--- config.mk ---
export PLATFORM = sky130hd
export DESIGN_NAME = wait_timer
export DESIGN_NICKNAME = d
export VERILOG_FILES = /design/src/rtl/wait_timer.sv
export SDC_FILE = /design/constraint.sdc
export NUM_CORES = 1
export LEC_CHECK = 0
export BUFFER_PORTS_ARGS = -buffer_cell sky130_fd_sc_hd__buf_2
export CAP_MARGIN = 20
export CORE_ASPECT_RATIO = 1.2
export CORE_UTILIZATION = 45
export DETAILED_ROUTE_END_ITERATION = 7
export SYNTH_ARGS = -nofsm -noshare
export SYNTH_HDL_FRONTEND = slang
export SYNTH_SLANG_ARGS = --single-unit
--- constraint.sdc ---
create_clock -name ck -period 2.5 [get_ports ck]
set_clock_uncertainty 0.05 [all_clocks]
set_input_delay 0.5 -clock ck [delete_from_list [all_inputs] [get_ports ck]]
set_output_delay 0.5 -clock ck [all_outputs]
set_load 0.01 [all_outputs]
--- src/rtl/wait_timer.sv ---
// wait_timer: loadable/addable saturating wait counter, manual or prescaled auto decrement, pause/abort; ports ck rst_n load_wait add_wait dec_wait auto_mode pause abort new_count -> count end_wait done_pulse busy state
module wait_timer #(
  parameter int CNT_W = 4,
  parameter int PRESC_DIV = 50000
) (
  input  logic             ck,
  input  logic             rst_n,
  input  logic             load_wait,
  input  logic             add_wait,
  input  logic             dec_wait,
  input  logic             auto_mode,
  input  logic             pause,
  input  logic             abort,
  input  logic [CNT_W-1:0] new_count,
  output logic [CNT_W-1:0] count,
  output logic             end_wait,
  output logic             done_pulse,
  output logic             busy,
  output logic [1:0]       state
);
  localparam int PW = PRESC_DIV > 1 ? $clog2(PRESC_DIV) : 1;
  localparam logic [PW-1:0] P_MAX = PW'(PRESC_DIV - 1);
  typedef enum logic [1:0] {IDLE = 2'b00, RUN = 2'b01, PAUSED = 2'b10, DONE = 2'b11} state_t;
  state_t st_q, st_d;
  logic [CNT_W-1:0] cnt_d, add_res;
  logic [CNT_W:0] sum;
  logic [PW-1:0] presc, pre_d;
  logic done_d, tick, dec;
  assign tick = presc == P_MAX;
  assign dec = auto_mode ? tick : dec_wait;
  assign sum = {1'b0, count} + {1'b0, new_count};
  assign add_res = sum[CNT_W] ? {CNT_W{1'b1}} : sum[CNT_W-1:0];
  assign end_wait = count == '0;
  assign busy = st_q == RUN || st_q == PAUSED;
  assign state = st_q;
  always_comb begin
    st_d = st_q;
    cnt_d = count;
    done_d = 1'b0;
    if (abort) begin
      st_d = IDLE;
      cnt_d = '0;
    end else if (load_wait) begin
      cnt_d = new_count;
      st_d = new_count != '0 ? RUN : DONE;
      done_d = new_count == '0;
    end else if (add_wait) begin
      cnt_d = add_res;
      st_d = (add_res == '0 || st_q == PAUSED) ? st_q : RUN;
    end else if (st_q == RUN && pause) begin
      st_d = PAUSED;
    end else if (st_q == RUN && dec && count != '0) begin
      cnt_d = count - 1'b1;
      st_d = count == CNT_W'(1) ? DONE : RUN;
      done_d = count == CNT_W'(1);
    end else if (st_q == PAUSED && !pause) begin
      st_d = RUN;
    end
  end
  // prescaler only runs in unpaused auto RUN; add_wait leaves it untouched
  always_comb begin
    pre_d = presc;
    if (abort || load_wait || !auto_mode || st_q == IDLE || st_q == DONE)
      pre_d = '0;
    else if (st_q == RUN && !pause && !add_wait)
      pre_d = tick ? '0 : presc + 1'b1;
  end
  always_ff @(posedge ck or negedge rst_n) begin
    if (!rst_n) begin
      st_q <= IDLE;
      count <= '0;
      presc <= '0;
      done_pulse <= 1'b0;
    end else begin
      st_q <= st_d;
      count <= cnt_d;
      presc <= pre_d;
      done_pulse <= done_d;
    end
  end
endmodule

==> run_results.csv <==
group,metric,value,unit
setup_path,startpoint_type_of_the_worst_setup_path,"flip-flop",
timing,finalWorstPathRequiredPeriod,2300,ps
clock_network,insertion_delay,260,ps
detailed_routing,drt-vias-per-instance,5.87,
setup_path,crit_path_cell_trace,"or4b_1 > nor4_4 > buf_4 > nor2_1 > nor3_1 > o221a_2",
grt,number_of_antenna_violations_at_the_first_check_in_global_routing,0,
logic_synthesis,synth_cells,199,
timing,fin_setup_tns,0,ps
run,drv_cap,0,
clock_network,cts_made_buffers,3,
die,initial_core_util,47.0,%
place,portBuffers,20,
detailed_routing,detail_route.wirelength,4190,um
logic_synthesis,synthesis_warning_total,0,
detailed_routing,detailroute.via_count,1639,
logic_synthesis,synth_fp_nets,224,
timing,minimum_setup_slack_in_the_final_design,199,ps
clock_network,cts.sinks,23,
logic_synthesis,synth_seq_area_share,33.7,%
run_status,run_status,"finished, final reports clean",
timing,fmax,0.435,GHz
power,power.share.combinational,24.9,%
logic_synthesis,post_synthesis_mean_instance_area,8.59,um^2
timing,timing.final.max_slew_violations,0,
clock_network,post_cts_hold_buffer_count,0,
setup_path,timing.critical_path.slowest_cell_delay,580,ps
detailed_routing,avgRoutedWirePerCell,15.0,um
logic_synthesis,syn-cell-area,0.00171,mm^2
timing,worst_case_headroom_to_the_max_slew_limit,58.9,%
timing,layout_worst_path_cycle_share,92.0,%
hold_path,hp-class,"in -> async",
detailed_routing,route.detailed.drc,0,
timing,setup_repair_after_global_routing_missed_its_margin,"false",
grt,grt_pass1_wl,7230,um
setup_path,worst-setup-path-type,"reg -> reg",
setup_path,reg2reg_from,"presc[13]",
place,post_dp_cell_area,0.00193,mm^2
logic_synthesis,ys_ff_latch,23,
clock_network,cts_root_buf,"clkbuf_8",
finish,layout-drive-gt1-share,18.5,%
setup_path,critical-path-slowest-cell,"or4b_1",
logic_synthesis,synth_edf_count,0,
place,gpl.final_weighted_congestion,0.863,
finish,nNetsFinal,253,
timing,tightestPinTransition,610,ps
die,die_area,0.00405,mm^2
logic_synthesis,share_of_synthesized_flip_flops_with_an_asynchronous_set_or_reset,100,%
power,leakage,0.869,nW
grt,grt_start_max_net_pins,24,
logic_synthesis,synth_top_flop_cell,"dfrtp_1",
clock_network,clk_buf_depth,2,
grt,globalRouteTotalUtil,22.6,%
detailed_routing,drt-initial-drc-count,82,
power,cellPowerDensity,429,mW/mm^2
clock_network,clock_pin_slew_reported_for_the_worst_setup_and_hold_paths_after_clock_tree_synthesis,80,ps
setup_path,worstReg2RegEnd,"state[0]",
die,floorplan.rows,24,
power,power_frac_clock,27.5,%
grt,overflow,0,
place,hpwlAfterDp,3250,um
power,seq_power_share,47.6,%
detailed_routing,drt.antenna.violating_nets,0,
die,die_y,69.5,um
die,number_of_top_level_pins,21,
clock_network,htree_levels,1,
power,max-vdd-ir-drop,205,uV
setup_path,crit_path_end_kind,"flip-flop",
die,design.core.area,0.00363,mm^2
power,psw,0.000265,W
finish,area_delta_synth_final,16.0,%
detailed_routing,drt-pass1-iter-count,4,
logic_synthesis,post_synth_num_cell_types,45,
setup_path,timing.critical_path.fanout_max,7,
finish,diode_count,0,
setup_path,ff2ff_path_depth,6,
die,chipWidth,58.3,um
timing,finalSetupViolations,0,
power,p_sw_share,31.2,%
clock_network,cts_tree,"yes",
setup_path,data_required_critical_path,2660,ps
power,internal_power,0.000586,W
finish,postLayoutCellArea,0.00198,mm^2
setup_path,worstPathArrival,2460,ps
grt,vias_in_the_first_global_route,1564,
timing,final_hold_viol_count,0,
place,dp_slack,196,ps
setup_path,reg2reg_setup_slack,200,ps
power,power,0.000852,W
placed cells by master, fill, tap and decap left out, types with 4 or more instances in the layout:
cell type	n
nand4_1	6
xor2_1	4
and3_1	6
ha_1	12
nor3_1	15
buf_2	20
buf_4	11
nand2_1	19
inv_1	9
a21oi_1	7
o21ai_0	23
nor2_1	12
nand3_1	6
dfrtp_1	23
sequential cells by signal (all words and copies together) (netlist names):
signal and cells:
state 2, presc 16, count 4, done_pulse 1
layer usage:
metal	vias up	track usage, %	routed length [um]	share of wire [%]
met5	-	0	0	0
met4	0	7.67	61	1.5
met3	6	2.05	142	3.4
met2	39	39.3	2150	51
li1	797	-	-	-
met1	797	28.8	1840	44
Yosys cell counts, types with 3 or more instances:
library cell / n / area share [%]
and3_1: 6 / 2.2
nand2_1: 19 / 4.2
nor2b_1: 3 / 1.1
o21ai_0: 23 / 6.7
nand4b_1: 3 / 1.5
dfrtp_1: 23 / 34
nor3_1: 15 / 4.4
nand2b_1: 3 / 1.1
a21oi_1: 7 / 2.0
clkbuf_1: 5 / 1.1
xor2_1: 4 / 2.0
nand3_1: 6 / 1.8
inv_1: 9 / 2.0
nand4_1: 6 / 2.2
nor2_1: 12 / 2.6
nor3b_1: 3 / 1.3
ha_1: 12 / 8.8
o31ai_1: 3 / 1.3
nor4_1: 3 / 1.1
final cells by class:
type / count / area [um^2]
repair buffers: 31 / 183
clock inverters: 1 / 5.00
clock buffers: 3 / 41.3
inverters: 9 / 33.8
fillers: 344 / 1650
flip-flops and latches: 23 / 576
multi-input cells: 160 / 1080
well taps: 52 / 65.1
worst max path at each step:
stage,from,depth (start not counted),end,slack (ps)
3_5_place_dp,load_wait,7,presc[13],200
5_1_grt,presc[13],6,state[0],20
4_1_cts,presc[13],6,state[0],180
6_report,presc[13],6,state[0],200
2_1_floorplan,state[0],6,presc[10],320
3_3_place_gp,presc[12],6,state[1],220
logic make-up (layout without fill, tap and decap cells):
kind of cell             after synthesis  after routing  share of synthesized area, %
AND/OR/NAND/NOR                       86             86                          28.2
multiplexers                           3              3                          1.83
XOR/XNOR                               5              5                          2.56
flip-flops                            23             23                          33.7
AO/OA/AOI/OAI                         53             53                          20.1
adder cells (fa/ha/maj)               13             13                          9.96
buffers and inverters                 16             44                          3.66
stage by stage:
stage          hold slack [ps]  instances  util [%]
6_report                   150        279      54.6
5_1_grt                    187        279      54.6
4_1_cts                    173        279      54.3
3_5_place_dp               464        275      53.1
3_3_place_gp               451        275      53.1
2_1_floorplan              154        199         -
power groups by stage:
| stage | registers [W] | clock network (W) | logic [W] |
|---|---|---|---|
| after global placement | 0.000411 | 0 | 0.000206 |
| after detailed placement | 0.000412 | 0 | 0.000210 |
| after CTS | 0.000405 | 0.000236 | 0.000211 |
| after floorplan | 0.000413 | 0 | 0.000131 |
| final | 0.000405 | 0.000234 | 0.000212 |
| after global routing | 0.000408 | 0.000252 | 0.000240 |
worst max-delay path, delay by kind of cell, from the launching register on:
family,cells,cell delay [ps]
compound gates,1,240
buf+inv,1,220
flops,1,440
simple gates,4,1280
repair_timing:
item	CTS	global route
buffers inserted	0	0
gates resized for setup	0	1
endpoints found under the hold margin	0	0
setup endpoints to repair	0	1
Power figures use the tool's default switching activity.
